## src/rtl/spi_transaction_fsm.sv

```systemverilog
// -----------------------------------------------------------------------------
// spi_transaction_fsm
//
// Control FSM for the SPI slave datapath. It sits beside the width-bit shift
// register and frames each chip-select-low transaction as one address/RW byte
// followed by one data byte (read or write).
//
// Ports:
//   clk              FPGA clock, all state updates on posedge
//   reset_n          synchronous active-low reset, highest priority
//   sclkPosEdge      one-clk pulse per SCLK rising edge (already conditioned)
//   chipSelect       conditioned chip select, active low
//   shiftRegParallel parallel contents of the shift register
//   srParallelLoad   shift register parallel-load request
//   addrLatchEnable  one-cycle pulse, address latch captures [width-1:1]
//   dmWriteEnable    one-cycle pulse, data memory write at latched address
//   misoBufferEnable MISO tri-state driver enable
//   readNotWrite     registered R/W flag of the current transaction
//   state            current state encoding, for debug
//
// Every output is a flop. The enables are registered from the next-state
// decode, so during any cycle they reflect exactly the state held in that
// cycle, and no input ever reaches an output combinationally.
// -----------------------------------------------------------------------------
module spi_transaction_fsm #(
  parameter int width = 8
) (
  input  logic             clk,
  input  logic             reset_n,
  input  logic             sclkPosEdge,
  input  logic             chipSelect,
  input  logic [width-1:0] shiftRegParallel,
  output logic             srParallelLoad,
  output logic             addrLatchEnable,
  output logic             dmWriteEnable,
  output logic             misoBufferEnable,
  output logic             readNotWrite,
  output logic [2:0]       state
);

  localparam int CW = $clog2(width) + 1;
  localparam logic [CW-1:0] CNT_FULL = CW'(width);
  localparam logic [CW-1:0] CNT_ZERO = {CW{1'b0}};
  localparam logic [CW-1:0] CNT_ONE  = {{(CW-1){1'b0}}, 1'b1};

  typedef enum logic [2:0] {
    IDLE        = 3'd0,
    GET_ADDR    = 3'd1,
    GOT_ADDR    = 3'd2,
    READ_LOAD   = 3'd3,
    READ_SHIFT  = 3'd4,
    WRITE_SHIFT = 3'd5,
    WRITE_STORE = 3'd6,
    DONE        = 3'd7
  } state_e;

  state_e         state_q, state_d;
  logic [CW-1:0]  cnt_q, cnt_d;
  logic           rnw_q, rnw_d;
  logic           load_q, ale_q, dmwe_q, miso_en_q;

  // The address bits are consumed by the external address latch, not here.
  logic unused_addr_bits;
  assign unused_addr_bits = ^shiftRegParallel[width-1:1];

  // Saturating increment: the counter can never pass a full frame.
  function automatic logic [CW-1:0] sat_inc(input logic [CW-1:0] v);
    if (v >= CNT_FULL) begin
      return CNT_FULL;
    end else begin
      return v + CNT_ONE;
    end
  endfunction

  // Next-state, bit counter and R/W flag decode.
  always_comb begin
    state_d = state_q;
    cnt_d   = cnt_q;
    rnw_d   = rnw_q;
    case (state_q)
      IDLE: begin
        if (!chipSelect) begin
          state_d = GET_ADDR;
          cnt_d   = CNT_ZERO;
        end else begin
          state_d = IDLE;
        end
      end
      GET_ADDR: begin
        // A CS deassert wins over a coincident SCLK pulse.
        if (chipSelect) begin
          state_d = IDLE;
        end else if (sclkPosEdge) begin
          cnt_d = sat_inc(cnt_q);
          if (cnt_d == CNT_FULL) begin
            state_d = GOT_ADDR;
          end else begin
            state_d = GET_ADDR;
          end
        end else begin
          state_d = GET_ADDR;
        end
      end
      GOT_ADDR: begin
        // Shift register holds the full address byte in this cycle.
        if (chipSelect) begin
          state_d = IDLE;
        end else begin
          rnw_d = shiftRegParallel[0];
          cnt_d = CNT_ZERO;
          if (shiftRegParallel[0]) begin
            state_d = READ_LOAD;
          end else begin
            state_d = WRITE_SHIFT;
          end
        end
      end
      READ_LOAD: begin
        // The load happens on the first data pulse, which is also bit 1.
        if (chipSelect) begin
          state_d = IDLE;
        end else if (sclkPosEdge) begin
          cnt_d   = sat_inc(cnt_q);
          state_d = READ_SHIFT;
        end else begin
          state_d = READ_LOAD;
        end
      end
      READ_SHIFT: begin
        if (chipSelect) begin
          state_d = IDLE;
        end else if (sclkPosEdge) begin
          cnt_d = sat_inc(cnt_q);
          if (cnt_d == CNT_FULL) begin
            state_d = DONE;
          end else begin
            state_d = READ_SHIFT;
          end
        end else begin
          state_d = READ_SHIFT;
        end
      end
      WRITE_SHIFT: begin
        if (chipSelect) begin
          state_d = IDLE;
        end else if (sclkPosEdge) begin
          cnt_d = sat_inc(cnt_q);
          if (cnt_d == CNT_FULL) begin
            state_d = WRITE_STORE;
          end else begin
            state_d = WRITE_SHIFT;
          end
        end else begin
          state_d = WRITE_SHIFT;
        end
      end
      WRITE_STORE: begin
        // Not abortable: the write pulse always completes.
        state_d = DONE;
      end
      DONE: begin
        // Extra SCLK pulses are ignored until CS is released.
        if (chipSelect) begin
          state_d = IDLE;
        end else begin
          state_d = DONE;
        end
      end
      default: begin
        state_d = IDLE;
        cnt_d   = CNT_ZERO;
      end
    endcase
  end

  // State, counter, R/W flag and registered enable decode.
  always_ff @(posedge clk) begin
    if (!reset_n) begin
      state_q   <= IDLE;
      cnt_q     <= CNT_ZERO;
      rnw_q     <= 1'b0;
      load_q    <= 1'b0;
      ale_q     <= 1'b0;
      dmwe_q    <= 1'b0;
      miso_en_q <= 1'b0;
    end else begin
      state_q   <= state_d;
      cnt_q     <= cnt_d;
      rnw_q     <= rnw_d;
      load_q    <= (state_d == READ_LOAD);
      ale_q     <= (state_d == GOT_ADDR);
      dmwe_q    <= (state_d == WRITE_STORE);
      miso_en_q <= (state_d == READ_LOAD) || (state_d == READ_SHIFT);
    end
  end

  assign srParallelLoad   = load_q;
  assign addrLatchEnable  = ale_q;
  assign dmWriteEnable    = dmwe_q;
  assign misoBufferEnable = miso_en_q;
  assign readNotWrite     = rnw_q;
  assign state            = state_q;

endmodule

```

## config.mk

```make
export PLATFORM = sky130hd
export DESIGN_NAME = spi_transaction_fsm
export DESIGN_NICKNAME = d
export VERILOG_FILES = /design/src/rtl/spi_transaction_fsm.sv
export SDC_FILE = /design/constraint.sdc
export NUM_CORES = 1
export LEC_CHECK = 0
export ABC_AREA = 1
export ABC_CLOCK_PERIOD_IN_PS = 4600
export CAP_MARGIN = 20
export CELL_PAD_IN_SITES_DETAIL_PLACEMENT = 0
export CELL_PAD_IN_SITES_GLOBAL_PLACEMENT = 2
export CORE_ASPECT_RATIO = 0.75
export CORE_MARGIN = 1.5
export CORE_UTILIZATION = 25
export DETAILED_ROUTE_END_ITERATION = 10
export MAX_ROUTING_LAYER = met4
export PLACE_DENSITY_LB_ADDON = 0.12
export SLEW_MARGIN = 5
export SYNTH_ARGS = -nofsm -noshare
export SYNTH_HDL_FRONTEND = slang
export SYNTH_SLANG_ARGS = --single-unit
```

## constraint.sdc

```tcl
create_clock -name clk -period 4.6 [get_ports clk]
set_clock_uncertainty 0.1 [all_clocks]
set_input_delay 0.46 -clock clk [delete_from_list [all_inputs] [get_ports clk]]
set_output_delay 0.46 -clock clk [all_outputs]
set_load 0.05 [all_outputs]
```

==> flow_summary_export.csv <==
group,metric,value,unit
final_layout,nets,129,
clock_tree,cts_tree,"built",
sta,min_period,2.21,ns
clock_tree,insertion_delay,0.27,ns
yosys,avgSynthCellArea,6.69,µm²
yosys,ys_warn_count,0,
yosys,synth_compound_area_share,13.2,%
floorplan,die_area,2970,µm²
global_route,grt_max_degree,10,
critical_path,r2r_cells,10,
final_layout,drive_gt1_share,7.08,%
placed_design,dpl-instance-area,813,µm²
power_and_ir_drop,finalPower,202,µW
global_route,antenna_found_initial,0,
sta,final.setup.tns,0,ns
clock_tree,cts_setup_buffers,0,
sta,relSlewSlack,67.0,%
sta,worstMarginPinSlew,0.494,ns
critical_path,slowest_stage,"clkdlybuf4s50_1",
critical_path,critPathLaunchType,"flop",
min_path,holdPathStages,2,
placed_design,io_buffers,12,
clock_tree,root_buffer,"clkbuf_4",
critical_path,crit_path_max_incr_delay,0.87,ns
final_layout,multiInputGateArea,347,µm²
yosys,syn_nets,113,
clock_tree,ctsHoldBuffers,0,
drt,dr_total_vias,628,
final_layout,design_area,836,µm²
floorplan,io_pins,20,
placed_design,gp_congestion,0.716,
final_layout,area_growth,26.3,%
critical_path,path_cells,"clkdlybuf4s50_1",
min_path,hold_class,"reg2reg",
yosys,synth_mux_area_share,0,%
clock_tree,clk_pin_slew,0.07,ns
final_layout,insertedDiodeCount,0,
sta,hold_violations,0,
critical_path,crit_buf_inv,1,
yosys,yosysSeqAreaShare,36.3,%
power_and_ir_drop,power_density,242,nW/µm²
global_route,grt_pass1_vias,549,
critical_path,rrSetupSlack,2.86,ns
floorplan,start_util,27.6,%
power_and_ir_drop,leakage,0.000380,µW
floorplan,die_h,47.6,µm
critical_path,endpoint_kind,"output pin",
critical_path,cp.arrival,1.65,ns
drt,postRouteAntennaNets,0,
critical_path,critPathKind,"reg2out",
drt,dr.pass1.iters,4,
power_and_ir_drop,ir_drop,0.0000625,V
drt,wl_per_cell,10.3,µm
status,status,"finished clean",
yosys,syn_inst,99,
yosys,synth.distinct_cells,17,
critical_path,r2r_end,"misoBufferEnable",
yosys,synthSimpleGateAreaFrac,35.3,%
drt,drtIter0Drc,17,
drt,viasPerCell,4.27,
yosys,synth_fa_ha_area_share,3.78,%
yosys,synth_xor_area_share,0,%
clock_tree,cts_resized,0,
min_path,min_from,"readNotWrite",
clock_tree,cts_inserted_buffers,3,
placed_design,hpwl,1170,µm
critical_path,cp_max_fo,8,
critical_path,cp_top_family,"buffers and inverters",
global_route,gr-total-overflow,0,
sta,slew_viol_final,0,
final_layout,fillers,289,
job,max-cap-violations,0,
floorplan,core_area,2400,µm²
final_layout,regArea,240,µm²
critical_path,cp.required,4.04,ns
floorplan,num_rows,15,
clock_tree,htreeDepth,1,
drt,wl,1510,µm
yosys,synth_area,662,µm²
critical_path,worstSetupPathDepth,1,
critical_path,rr_startpoint,"cnt_q[0]",
min_path,holdPathEnd,"readNotWrite",
sta,fmax,453,MHz
sta,finalCritPeriodShare,48.0,%
global_route,grt_usage,11.8,%
clock_tree,clock_sinks,12,
clock_tree,clk_path_buf_depth,2,
floorplan,die_w,62.4,µm
sta,grt_setup_unrepaired,"no",
global_route,grt_pass1_wl,2540,µm
yosys,synth_top_family_by_area,"simple AND/OR/NAND/NOR gates",
yosys,yosys_register_bits,12,
drt,drc,0,
sta,setup_violations,0,
placed cells by master (no fill, tap or decap):
| master | count |
|---|---|
| a21oi_1 | 9 |
| clkbuf_4 | 3 |
| clkdlybuf4s50_1 | 12 |
| dfxtp_1 | 12 |
| ha_1 | 2 |
| inv_1 | 17 |
| nand2_1 | 23 |
| nand3_1 | 7 |
| nand3_2 | 2 |
| nand4_1 | 2 |
| nor2_1 | 11 |
| nor2_2 | 1 |
| nor2_4 | 1 |
| nor3_1 | 3 |
| nor4_1 | 1 |
| o211ai_2 | 1 |
| o21ai_0 | 4 |
| o21ai_1 | 2 |
per-layer routing:
layer / up-vias / GRT usage, % / wire (µm)
met5: - / - / 0
met4: 0 / 6.67 / 22
met3: 2 / 2.35 / 60
met2: 15 / 15.7 / 543
met1: 266 / 16.4 / 884
li1: 345 / - / -
cells by family (layout without fill, tap and decap cells):
| group | after synthesis | in the layout |
|---|---|---|
| adder cells (fa/ha/maj) | 2 | 2 |
| flip-flops | 12 | 12 |
| AND/OR/NAND/NOR | 51 | 51 |
| AO/OA/AOI/OAI | 16 | 16 |
| buffers and inverters | 18 | 32 |
registers in the layout (all words and copies together), names as in the netlist:
register          flops
addrLatchEnable       1
cnt_q                 4
dmWriteEnable         1
misoBufferEnable      1
readNotWrite          1
srParallelLoad        1
state                 3
where the power goes:
group | switching [µW] | internal [µW] | total [µW]
clock network | 33.6 | 30.3 | 63.9
logic | 17.6 | 10.2 | 27.8
registers | 3.82 | 107 | 111
through the flow:
stage               util [%]  cells  worst slack [ns]  hold WS (ns)
floorplan                  -     99              3.03         0.356
global placement        33.9    144              2.66         0.353
global route            34.8    147              2.32         0.394
detailed placement      33.9    144              2.67         0.364
CTS                     34.8    147              2.37         0.375
finish                  34.8    147              2.39         0.369
synthesized netlist by cell type, drive strengths merged:
cell / number / area share (%)
dfxtp: 12 / 36
nor4: 1 / 0.95
a21oi: 9 / 6.8
nand4: 2 / 1.9
o21ai: 6 / 4.5
nor2: 13 / 8.9
inv: 17 / 9.6
nand3: 9 / 8.3
nor3: 3 / 2.3
nand2: 23 / 13
buf: 1 / 1.7
ha: 2 / 3.8
o211ai: 1 / 1.9
worst max path at each step:
| stage | startpoint | end | slack (ns) |
|---|---|---|---|
| 4_1_cts | state[2] | state[2] | 2.37 |
| 5_1_grt | state[2] | state[2] | 2.32 |
| 2_1_floorplan | state[1] | misoBufferEnable | 3.03 |
| 3_3_place_gp | chipSelect | misoBufferEnable | 2.66 |
| 3_5_place_dp | chipSelect | misoBufferEnable | 2.67 |
| 6_report | state[2] | state[2] | 2.39 |
layout make-up:
type                       instances  share of cell area (%)
clock buffer                       3                    2.69
multi-input combinational         69                    41.5
sequential                        12                    28.7
tap                               34                    5.09
timing repair buffer              12                    14.4
inverter                          17                    7.63
Power figures use the tool's default switching activity.
